**config.mk**
```make
export PLATFORM = sky130hd
export DESIGN_NAME = fp32_rf_wb_arbiter_flat
export DESIGN_NICKNAME = d
export VERILOG_FILES = /design/src/rtl/fp32_rf_wb_arbiter_if.sv /design/src/rtl/fp32_rf_wb_arbiter.sv /design/src/flat_wrapper.sv
export SDC_FILE = /design/constraint.sdc
export NUM_CORES = 1
export LEC_CHECK = 0
export ABC_AREA = 1
export BUFFER_PORTS_ARGS = -buffer_cell sky130_fd_sc_hd__buf_2
export CORE_UTILIZATION = 30
export CTS_BUF_LIST = sky130_fd_sc_hd__clkbuf_16
export DETAILED_ROUTE_END_ITERATION = 7
export GPL_TIMING_DRIVEN = 0
export SLEW_MARGIN = 25
export SYNTH_ARGS = -nofsm -noshare
export SYNTH_HDL_FRONTEND = slang
export SYNTH_SLANG_ARGS = --single-unit
```
**constraint.sdc**
```tcl
create_clock -name clock -period 7.47 [get_ports clock]
set_input_delay 0.3735 -clock clock [delete_from_list [all_inputs] [get_ports clock]]
set_output_delay 0.3735 -clock clock [all_outputs]
set_load 0.02 [all_outputs]
```
**src/rtl/fp32_rf_wb_arbiter_if.sv**
```systemverilog
// Bundles the writeback handshakes and the register-file write port.
// The arbiter connects through the slave modport and its driver through the master modport.
interface fp32_rf_wb_arbiter_if;
  logic        a_valid;
  logic        a_ready;
  logic [4:0]  a_addr;
  logic [31:0] a_data;
  logic        b_valid;
  logic        b_ready;
  logic [4:0]  b_addr;
  logic [31:0] b_data;
  logic        wen;
  logic [4:0]  wa;
  logic [31:0] wd;
  logic        idle;

  modport master (
    output a_valid, a_addr, a_data, b_valid, b_addr, b_data,
    input  a_ready, b_ready, wen, wa, wd, idle
  );

  modport slave (
    input  a_valid, a_addr, a_data, b_valid, b_addr, b_data,
    output a_ready, b_ready, wen, wa, wd, idle
  );
endinterface

```
**src/rtl/fp32_rf_wb_arbiter.sv**
```systemverilog
// Write-port arbiter for the 32x32 FP register file.
// Source A (FPU results) and source B (FP loads) each fill a private FIFO.
// One FIFO head per cycle is popped onto the single write port (wen/wa/wd).
// Writes to register 0 are popped and discarded without raising wen.
// Build option FP_WB_RR_EN: when defined, A and B alternate under a 1-bit
// round-robin pointer; when undefined, A has fixed priority over B.
//
// Handshake: a beat transfers at a rising edge when x_valid && x_ready.
// x_ready is decoded only from the registered FIFO count (never from x_valid),
// and a full FIFO stays not-ready even if it pops in the same cycle.
module fp32_rf_wb_arbiter #(
  parameter int DEPTH = 2
) (
  input logic                 clock,
  input logic                 reset,
  fp32_rf_wb_arbiter_if.slave bus
);

  localparam int AW = $clog2(DEPTH);
  localparam logic [AW:0] FULL_CNT = (AW+1)'(DEPTH);

  // Entry layout: {addr[4:0], data[31:0]}
  logic [36:0]   mem_a [DEPTH];
  logic [36:0]   mem_b [DEPTH];
  logic [AW-1:0] wr_ptr_a, rd_ptr_a, wr_ptr_b, rd_ptr_b;
  logic [AW:0]   count_a, count_b;

  logic empty_a, empty_b, full_a, full_b;
  logic push_a, push_b, grant_a, grant_b;
  logic [36:0] head_a, head_b;

`ifdef FP_WB_RR_EN
  // Set when B holds priority for the next contended cycle.
  logic favour_b;
`endif

  assign empty_a = (count_a == '0);
  assign empty_b = (count_b == '0);
  assign full_a  = (count_a == FULL_CNT);
  assign full_b  = (count_b == FULL_CNT);

  assign push_a = bus.a_valid && !full_a;
  assign push_b = bus.b_valid && !full_b;

  assign head_a = mem_a[rd_ptr_a];
  assign head_b = mem_b[rd_ptr_b];

  assign bus.a_ready = !full_a;
  assign bus.b_ready = !full_b;
  assign bus.idle    = empty_a && empty_b && !bus.wen;

  // Pick at most one non-empty FIFO to pop this cycle.
  always_comb begin
    grant_a = 1'b0;
    grant_b = 1'b0;
`ifdef FP_WB_RR_EN
    grant_a = !empty_a && (empty_b || !favour_b);
    grant_b = !empty_b && !grant_a;
`else
    grant_a = !empty_a;
    grant_b = !empty_b && empty_a;
`endif
  end

  // FIFO storage; contents need no reset because the counts gate every read.
  always_ff @(posedge clock) begin
    if (push_a) mem_a[wr_ptr_a] <= {bus.a_addr, bus.a_data};
    if (push_b) mem_b[wr_ptr_b] <= {bus.b_addr, bus.b_data};
  end

  // Pointers and occupancy counts for both FIFOs.
  always_ff @(posedge clock or negedge reset) begin
    if (!reset) begin
      wr_ptr_a <= '0;
      rd_ptr_a <= '0;
      count_a  <= '0;
      wr_ptr_b <= '0;
      rd_ptr_b <= '0;
      count_b  <= '0;
    end else begin
      if (push_a)  wr_ptr_a <= wr_ptr_a + AW'(1);
      if (grant_a) rd_ptr_a <= rd_ptr_a + AW'(1);
      count_a <= count_a + (AW+1)'(push_a) - (AW+1)'(grant_a);
      if (push_b)  wr_ptr_b <= wr_ptr_b + AW'(1);
      if (grant_b) rd_ptr_b <= rd_ptr_b + AW'(1);
      count_b <= count_b + (AW+1)'(push_b) - (AW+1)'(grant_b);
    end
  end

`ifdef FP_WB_RR_EN
  // Round-robin pointer moves away from whichever source was just granted.
  always_ff @(posedge clock or negedge reset) begin
    if (!reset) begin
      favour_b <= 1'b0;
    end else if (grant_a) begin
      favour_b <= 1'b1;
    end else if (grant_b) begin
      favour_b <= 1'b0;
    end
  end
`endif

  // Registered write port; address 0 is consumed silently, idle cycles hold wa/wd.
  always_ff @(posedge clock or negedge reset) begin
    if (!reset) begin
      bus.wen <= 1'b0;
      bus.wa  <= '0;
      bus.wd  <= '0;
    end else if (grant_a) begin
      bus.wen <= (head_a[36:32] != 5'd0);
      bus.wa  <= head_a[36:32];
      bus.wd  <= head_a[31:0];
    end else if (grant_b) begin
      bus.wen <= (head_b[36:32] != 5'd0);
      bus.wa  <= head_b[36:32];
      bus.wd  <= head_b[31:0];
    end else begin
      bus.wen <= 1'b0;
    end
  end

endmodule

```
**src/flat_wrapper.sv**
```systemverilog
// flat-port wrapper written by rule: the top's interface ports become plain ports
module fp32_rf_wb_arbiter_flat 
#(
  parameter int DEPTH = 2
)
  (clock, reset, bus_a_valid, bus_a_addr, bus_a_data, bus_b_valid, bus_b_addr, bus_b_data, bus_a_ready, bus_b_ready, bus_wen, bus_wa, bus_wd, bus_idle);
  fp32_rf_wb_arbiter_if bus_i ();
  input logic clock;
  input logic reset;
  input wire logic [$bits(bus_i.a_valid)-1:0] bus_a_valid;
  input wire logic [$bits(bus_i.a_addr)-1:0] bus_a_addr;
  input wire logic [$bits(bus_i.a_data)-1:0] bus_a_data;
  input wire logic [$bits(bus_i.b_valid)-1:0] bus_b_valid;
  input wire logic [$bits(bus_i.b_addr)-1:0] bus_b_addr;
  input wire logic [$bits(bus_i.b_data)-1:0] bus_b_data;
  output wire logic [$bits(bus_i.a_ready)-1:0] bus_a_ready;
  output wire logic [$bits(bus_i.b_ready)-1:0] bus_b_ready;
  output wire logic [$bits(bus_i.wen)-1:0] bus_wen;
  output wire logic [$bits(bus_i.wa)-1:0] bus_wa;
  output wire logic [$bits(bus_i.wd)-1:0] bus_wd;
  output wire logic [$bits(bus_i.idle)-1:0] bus_idle;
  assign bus_i.a_valid = bus_a_valid;
  assign bus_i.a_addr = bus_a_addr;
  assign bus_i.a_data = bus_a_data;
  assign bus_i.b_valid = bus_b_valid;
  assign bus_i.b_addr = bus_b_addr;
  assign bus_i.b_data = bus_b_data;
  assign bus_a_ready = bus_i.a_ready;
  assign bus_b_ready = bus_i.b_ready;
  assign bus_wen = bus_i.wen;
  assign bus_wa = bus_i.wa;
  assign bus_wd = bus_i.wd;
  assign bus_idle = bus_i.idle;
  fp32_rf_wb_arbiter #(.DEPTH(DEPTH)) u_core (.clock(clock), .reset(reset), .bus(bus_i));
endmodule
```
# --- Yosys cells after proc, flatten, opt, wreduce, memory -nomap -nowiden ---
# Memory sizes are Yosys's and may differ from the RTL's.
# Index checks and enable logic that the tools add are counted.
word_totals:
  register_bits: 46
  wordCells: 46
  memories: 2
  mem_bits_rw: 148
mem_list:
  columns: ["memory", "depth", "word_bits", "rd", "rd_clocked_by_memory_dff", "wr", "line", "text"]
  rows:
  - ["u_core.mem_a", 2, 37, 1, 0, 1, "fp32_rf_wb_arbiter.sv:23", "logic [36:0] mem_a [DEPTH];"]
  - ["u_core.mem_b", 2, 37, 1, 0, 1, "fp32_rf_wb_arbiter.sv:24", "logic [36:0] mem_b [DEPTH];"]
op_classes:
  n_reduce_logical: 14
  eq_ne: 3
  mux: 10
  add_sub_neg: 8
op_table:
  columns: ["operator", "count"]
  rows:
  - ["32-bit two-way mux", 2]
  - ["5-bit two-way mux", 2]
  - ["5-bit nonzero test", 2]
  - ["1-bit two-way mux", 6]
  - ["1-bit logical AND", 5]
  - ["1-bit zero test", 5]
  - ["1-bit adder (second input constant)", 4]
  - ["2-bit by 1-bit adder with 2-bit output", 2]
  - ["2-bit == test (second input constant)", 2]
  - ["2-bit zero test", 2]
  - ["2-bit by 1-bit subtractor with 2-bit output", 2]
  - ["2-bit != test (second input constant)", 1]

# --- Logic depth before layout (Yosys ltp) ---
logic_depth:
  word_depth: 5
  ltp_mapped: 8

# --- Worst setup path before layout ---
# OpenSTA, ideal clock, no wires.
synth_path:
  path_kind: "reg2reg"
  from: "reg u_core.count_b[0]"
  to: "mem u_core.mem_b[1][0] (enable)"
  required_ns: 7.037
  arrival_time_ns: 2.372
  synth_period_minus_slack_ns: 2.805
  stages_incl_launch_ff: 5
  setup_slack_ns: 4.665
  path_buffers: 0
  cell_sequence: "dfrtp_1 inv_1 nand2_1 nand2_1 nor2_1"
synth_between:
  elab_chain_cells: 5
synth_rtl:
  columns: ["item", "line", "text"]
  rows:
  - ["start, declared", "fp32_rf_wb_arbiter.sv:26", "logic [AW:0] count_a, count_b;"]
  - ["start signal, assigned", "fp32_rf_wb_arbiter.sv:86", "count_b <= count_b + (AW+1)'(push_b) - (AW+1)'(grant_b);"]
  - ["2-bit == test", "fp32_rf_wb_arbiter.sv:40", "assign full_b = (count_b == FULL_CNT);"]
  - ["1-bit zero test", null, null]
  - ["named net bus_b_ready", "flat_wrapper.sv:17", "output wire logic [$bits(bus_i.b_ready)-1:0] bus_b_ready;"]
  - ["1-bit logical AND", "fp32_rf_wb_arbiter.sv:43", "assign push_b = bus.b_valid && !full_b;"]
  - ["1-bit two-way mux", "fp32_rf_wb_arbiter.sv:68", "if (push_b) mem_b[wr_ptr_b] <= {bus.b_addr, bus.b_data};"]
  - ["1-bit two-way mux (not written as such)", "fp32_rf_wb_arbiter.sv:68", null]
  - ["end, declared", "fp32_rf_wb_arbiter.sv:24", null]
# The timed path passes the listed nets, and every way through them passes these cells.

# --- Final worst setup path ---
layout_path:
  from: "reg u_core.count_a[1]"
  to: "out bus_idle"
layout_between:
  elab_chain_cells: 3
layout_rtl:
  columns: ["item", "line", "text"]
  rows:
  - ["start, declared", "fp32_rf_wb_arbiter.sv:26", null]
  - ["start signal, assigned", "fp32_rf_wb_arbiter.sv:83", "count_a <= count_a + (AW+1)'(push_a) - (AW+1)'(grant_a);"]
  - ["2-bit zero test", "fp32_rf_wb_arbiter.sv:37", "assign empty_a = (count_a == '0);"]
  - ["1-bit logical AND (2 in a row)", "fp32_rf_wb_arbiter.sv:50", "assign bus.idle = empty_a && empty_b && !bus.wen;"]
  - ["end, declared", "flat_wrapper.sv:21", "output wire logic [$bits(bus_i.idle)-1:0] bus_idle;"]
# Every way passes these cells.

==> key figures <==
Clock tree
  • CTS sink count: 194
  • CTS root buf: clkbuf_16
  • CTS tree: built
  • CTS Buf Count: 17
  • Setup bufs post-CTS: 0
  • Clk slew on worst S/H paths: 0.07 ns
  • H-tree depth: 4
  • Worst-skew pair later-pin latency: 0.43 ns
  • CTS Buffer Depth: 2

STA
  • Setup violators final: 0
  • Max frequency: 513 MHz
  • Final Hold Vio Count: 0
  • Final Slew Violations: 0
  • Slew margin rel.: 56.3%
  • Unrepaired setup endpoints after global routing: no
  • Period utilization: 26.1%
  • Tmin final: 1.95 ns
  • Worst Skew: 0.0208 ns
  • Worst-Margin Slew: 0.656 ns
  • Setup_tns: 0 ns

Die
  • Total core area: 23700 µm²
  • Die Ht: 158 µm
  • Total die area: 25000 µm²
  • Row cnt: 56
  • Die W: 158 µm
  • I/O pin count: 119
  • Initial Util: 30.9%

Route
  • Drt wl/cell: 15.5 µm
  • Pre-Repair DR Iteration Count: 5
  • Via density: 4.20
  • DR vias: 4528
  • Drc violations: 0
  • Routed Antenna Nets: 0
  • Initial DRC count: 286
  • DRT Wirelength: 16800 µm

Cells and area
  • Nets: 823
  • Commonest cells after routing, fill and taps aside: nand2_1, edfxtp_1, buf_2
  • Util after Layout: 38.4%
  • Most common cell after layout, fill and taps aside: nand2_1
  • Area grow syn2layout: 24.2%
  • Ratio of cells with drive above 1 in the final layout: 22.6%
  • Layout fillers: 2320
  • Post-layout instance area: 9090 µm²

Global routing
  • Global-route wire length before repair: 25500 µm
  • Largest net degree at the start of global routing: 47
  • Initial antenna violation count: 5
  • GRT overflow: 0
  • GRT Util Overall: 14.1%
  • Vias in the first global route: 4493

Place
  • Gpl congestion: 0.777
  • Buffers added on ports: 118
  • Final HPWL DP: 12300 µm
  • DP Area: 8440 µm²

Synth
  • Syn Area/Cell: 12.2 µm²
  • Mapped Nets: 681
  • Library cells used by synthesis: 22
  • Number of synthesized register bits: 194
  • Synth Instances: 601
  • Seq/Total Area, Yosys: 76.4%
  • Syn. warnings: 0
  • Post-Syn Area: 7320 µm²

Hold path
  • Min-delay worst type: in2reg
  • Worst hold path stage count: 1

Worst setup path
  • Max FO, Critical Path: 10
  • CP Launch Type: flip-flop
  • CP Buf/Inv Count: 2
  • Crit path largest cell delay: 0.38 ns
  • Worst path top cell family by delay: simple AND/OR/NAND/NOR gates
  • Arr. time, crit path: 1.58 ns
  • Worst path depth: 4
  • Critical Path RT: 7.10 ns
  • Crit-path cells: or2_1 -> buf_6 -> nor4_1 -> buf_2
  • R2r worst-path depth: 8
  • Kind of end point of the critical path: output port
  • CP max stage cell: dfrtp_1
  • WS Path Type: reg2out
  • R2R Setup Slk: 5.60 ns

Pwr
  • P_leak: 3.74 nW
  • Peak supply drop: 0.128 mV
  • Pwr dens: 381 nW/µm²

Run
  • MaxCap Viol Count: 0

Run status
  • Outcome: finished, final reports clean
cell families after synthesis:
kind of cell	count (synthesis)	share of synthesized area [%]
xor+xnor	4	0.479
compound gates	36	2.50
fa+ha+maj	2	0.342
flops	194	76.4
simple gates	328	17.8
buf+inv	37	2.41
flip-flops by register name, summed over array words and instances (netlist names):
register,flops
u_core.mem_a,74
u_core.mem_b,74
u_core.bus.wd,32
u_core.bus.wa,5
u_core.count_a,2
u_core.count_b,2
u_core.bus.wen,1
u_core.rd_ptr_a,1
u_core.rd_ptr_b,1
u_core.wr_ptr_a,1
u_core.wr_ptr_b,1
path summary, 6_finish.rpt:
path / start / to
worst max-delay path: u_core.count_a[1] / bus_idle
worst min-delay path: bus_b_data[12] / u_core.mem_b[1][12]
worst max register to register: u_core.count_a[1] / u_core.count_b[1]
worst min register to register: u_core.mem_a[1][24] / u_core.bus.wd[24]
max in group asynchronous: reset / u_core.bus.wa[0]
min in group asynchronous: reset / u_core.bus.wd[31]
stage by stage:
step / instances / hold slack [ns] / total power [mW] / worst slack (ns)
after detailed placement: 1042 / 0.452 / 2.55 / 5.61
after CTS: 1075 / 0.115 / 3.51 / 5.48
after global routing: 1075 / 0.112 / 3.67 / 5.43
after floorplan: 601 / 0.0779 / 2.14 / 4.67
final: 1078 / 0.125 / 3.47 / 5.52
after global placement: 1038 / 0.453 / 2.51 / 3.80
routing by layer:
metal,track usage (%),share of wire (%),up-vias
met5,0,0.24,-
met4,4.40,0.48,6
met3,4.08,5.3,8
met2,22.8,49,73
met1,18.2,45,2129
li1,-,-,2312
power by group:
group / leakage (nW) / internal, mW / switching (mW)
sequential: 1.93 / 1.42 / 0.0966
clock: 0.311 / 0.565 / 0.395
combinational: 1.50 / 0.302 / 0.685
synthesized netlist by cell type, drive strengths merged:
cell	count	share of area [%]
nand2	207	11
edfxtp	148	61
nor2	77	4.0
dfrtp	46	16
nand3	39	2.7
o21ai	34	2.3
clkbuf	15	0.77
buf	11	1.1
inv	9	0.46
or2	3	0.26
clkinv	2	0.10
ha	2	0.34
xnor2	2	0.24
xor2	2	0.24
a21oi	1	0.068
nor3	1	0.22
nor4	1	0.086
o211ai	1	0.10
layout make-up:
cell class,count,area [µm²],share of cell area (%)
clock inverter,15,203,2.23
clock buffer,17,425,4.68
timing repair buffer,123,706,7.76
sequential,194,5600,61.6
multi-input combinational,370,1580,17.4
buffer,26,135,1.49
tap,319,399,4.39
inverter,11,41.3,0.454
antenna,3,7.51,0.0826
repair_timing:
item                      in CTS  in global routing
hold endpoints to repair       4                  0
hold buffers                   1                  0
gates resized for setup        0                  0
Note: power is estimated with default switching activity, not from simulation.
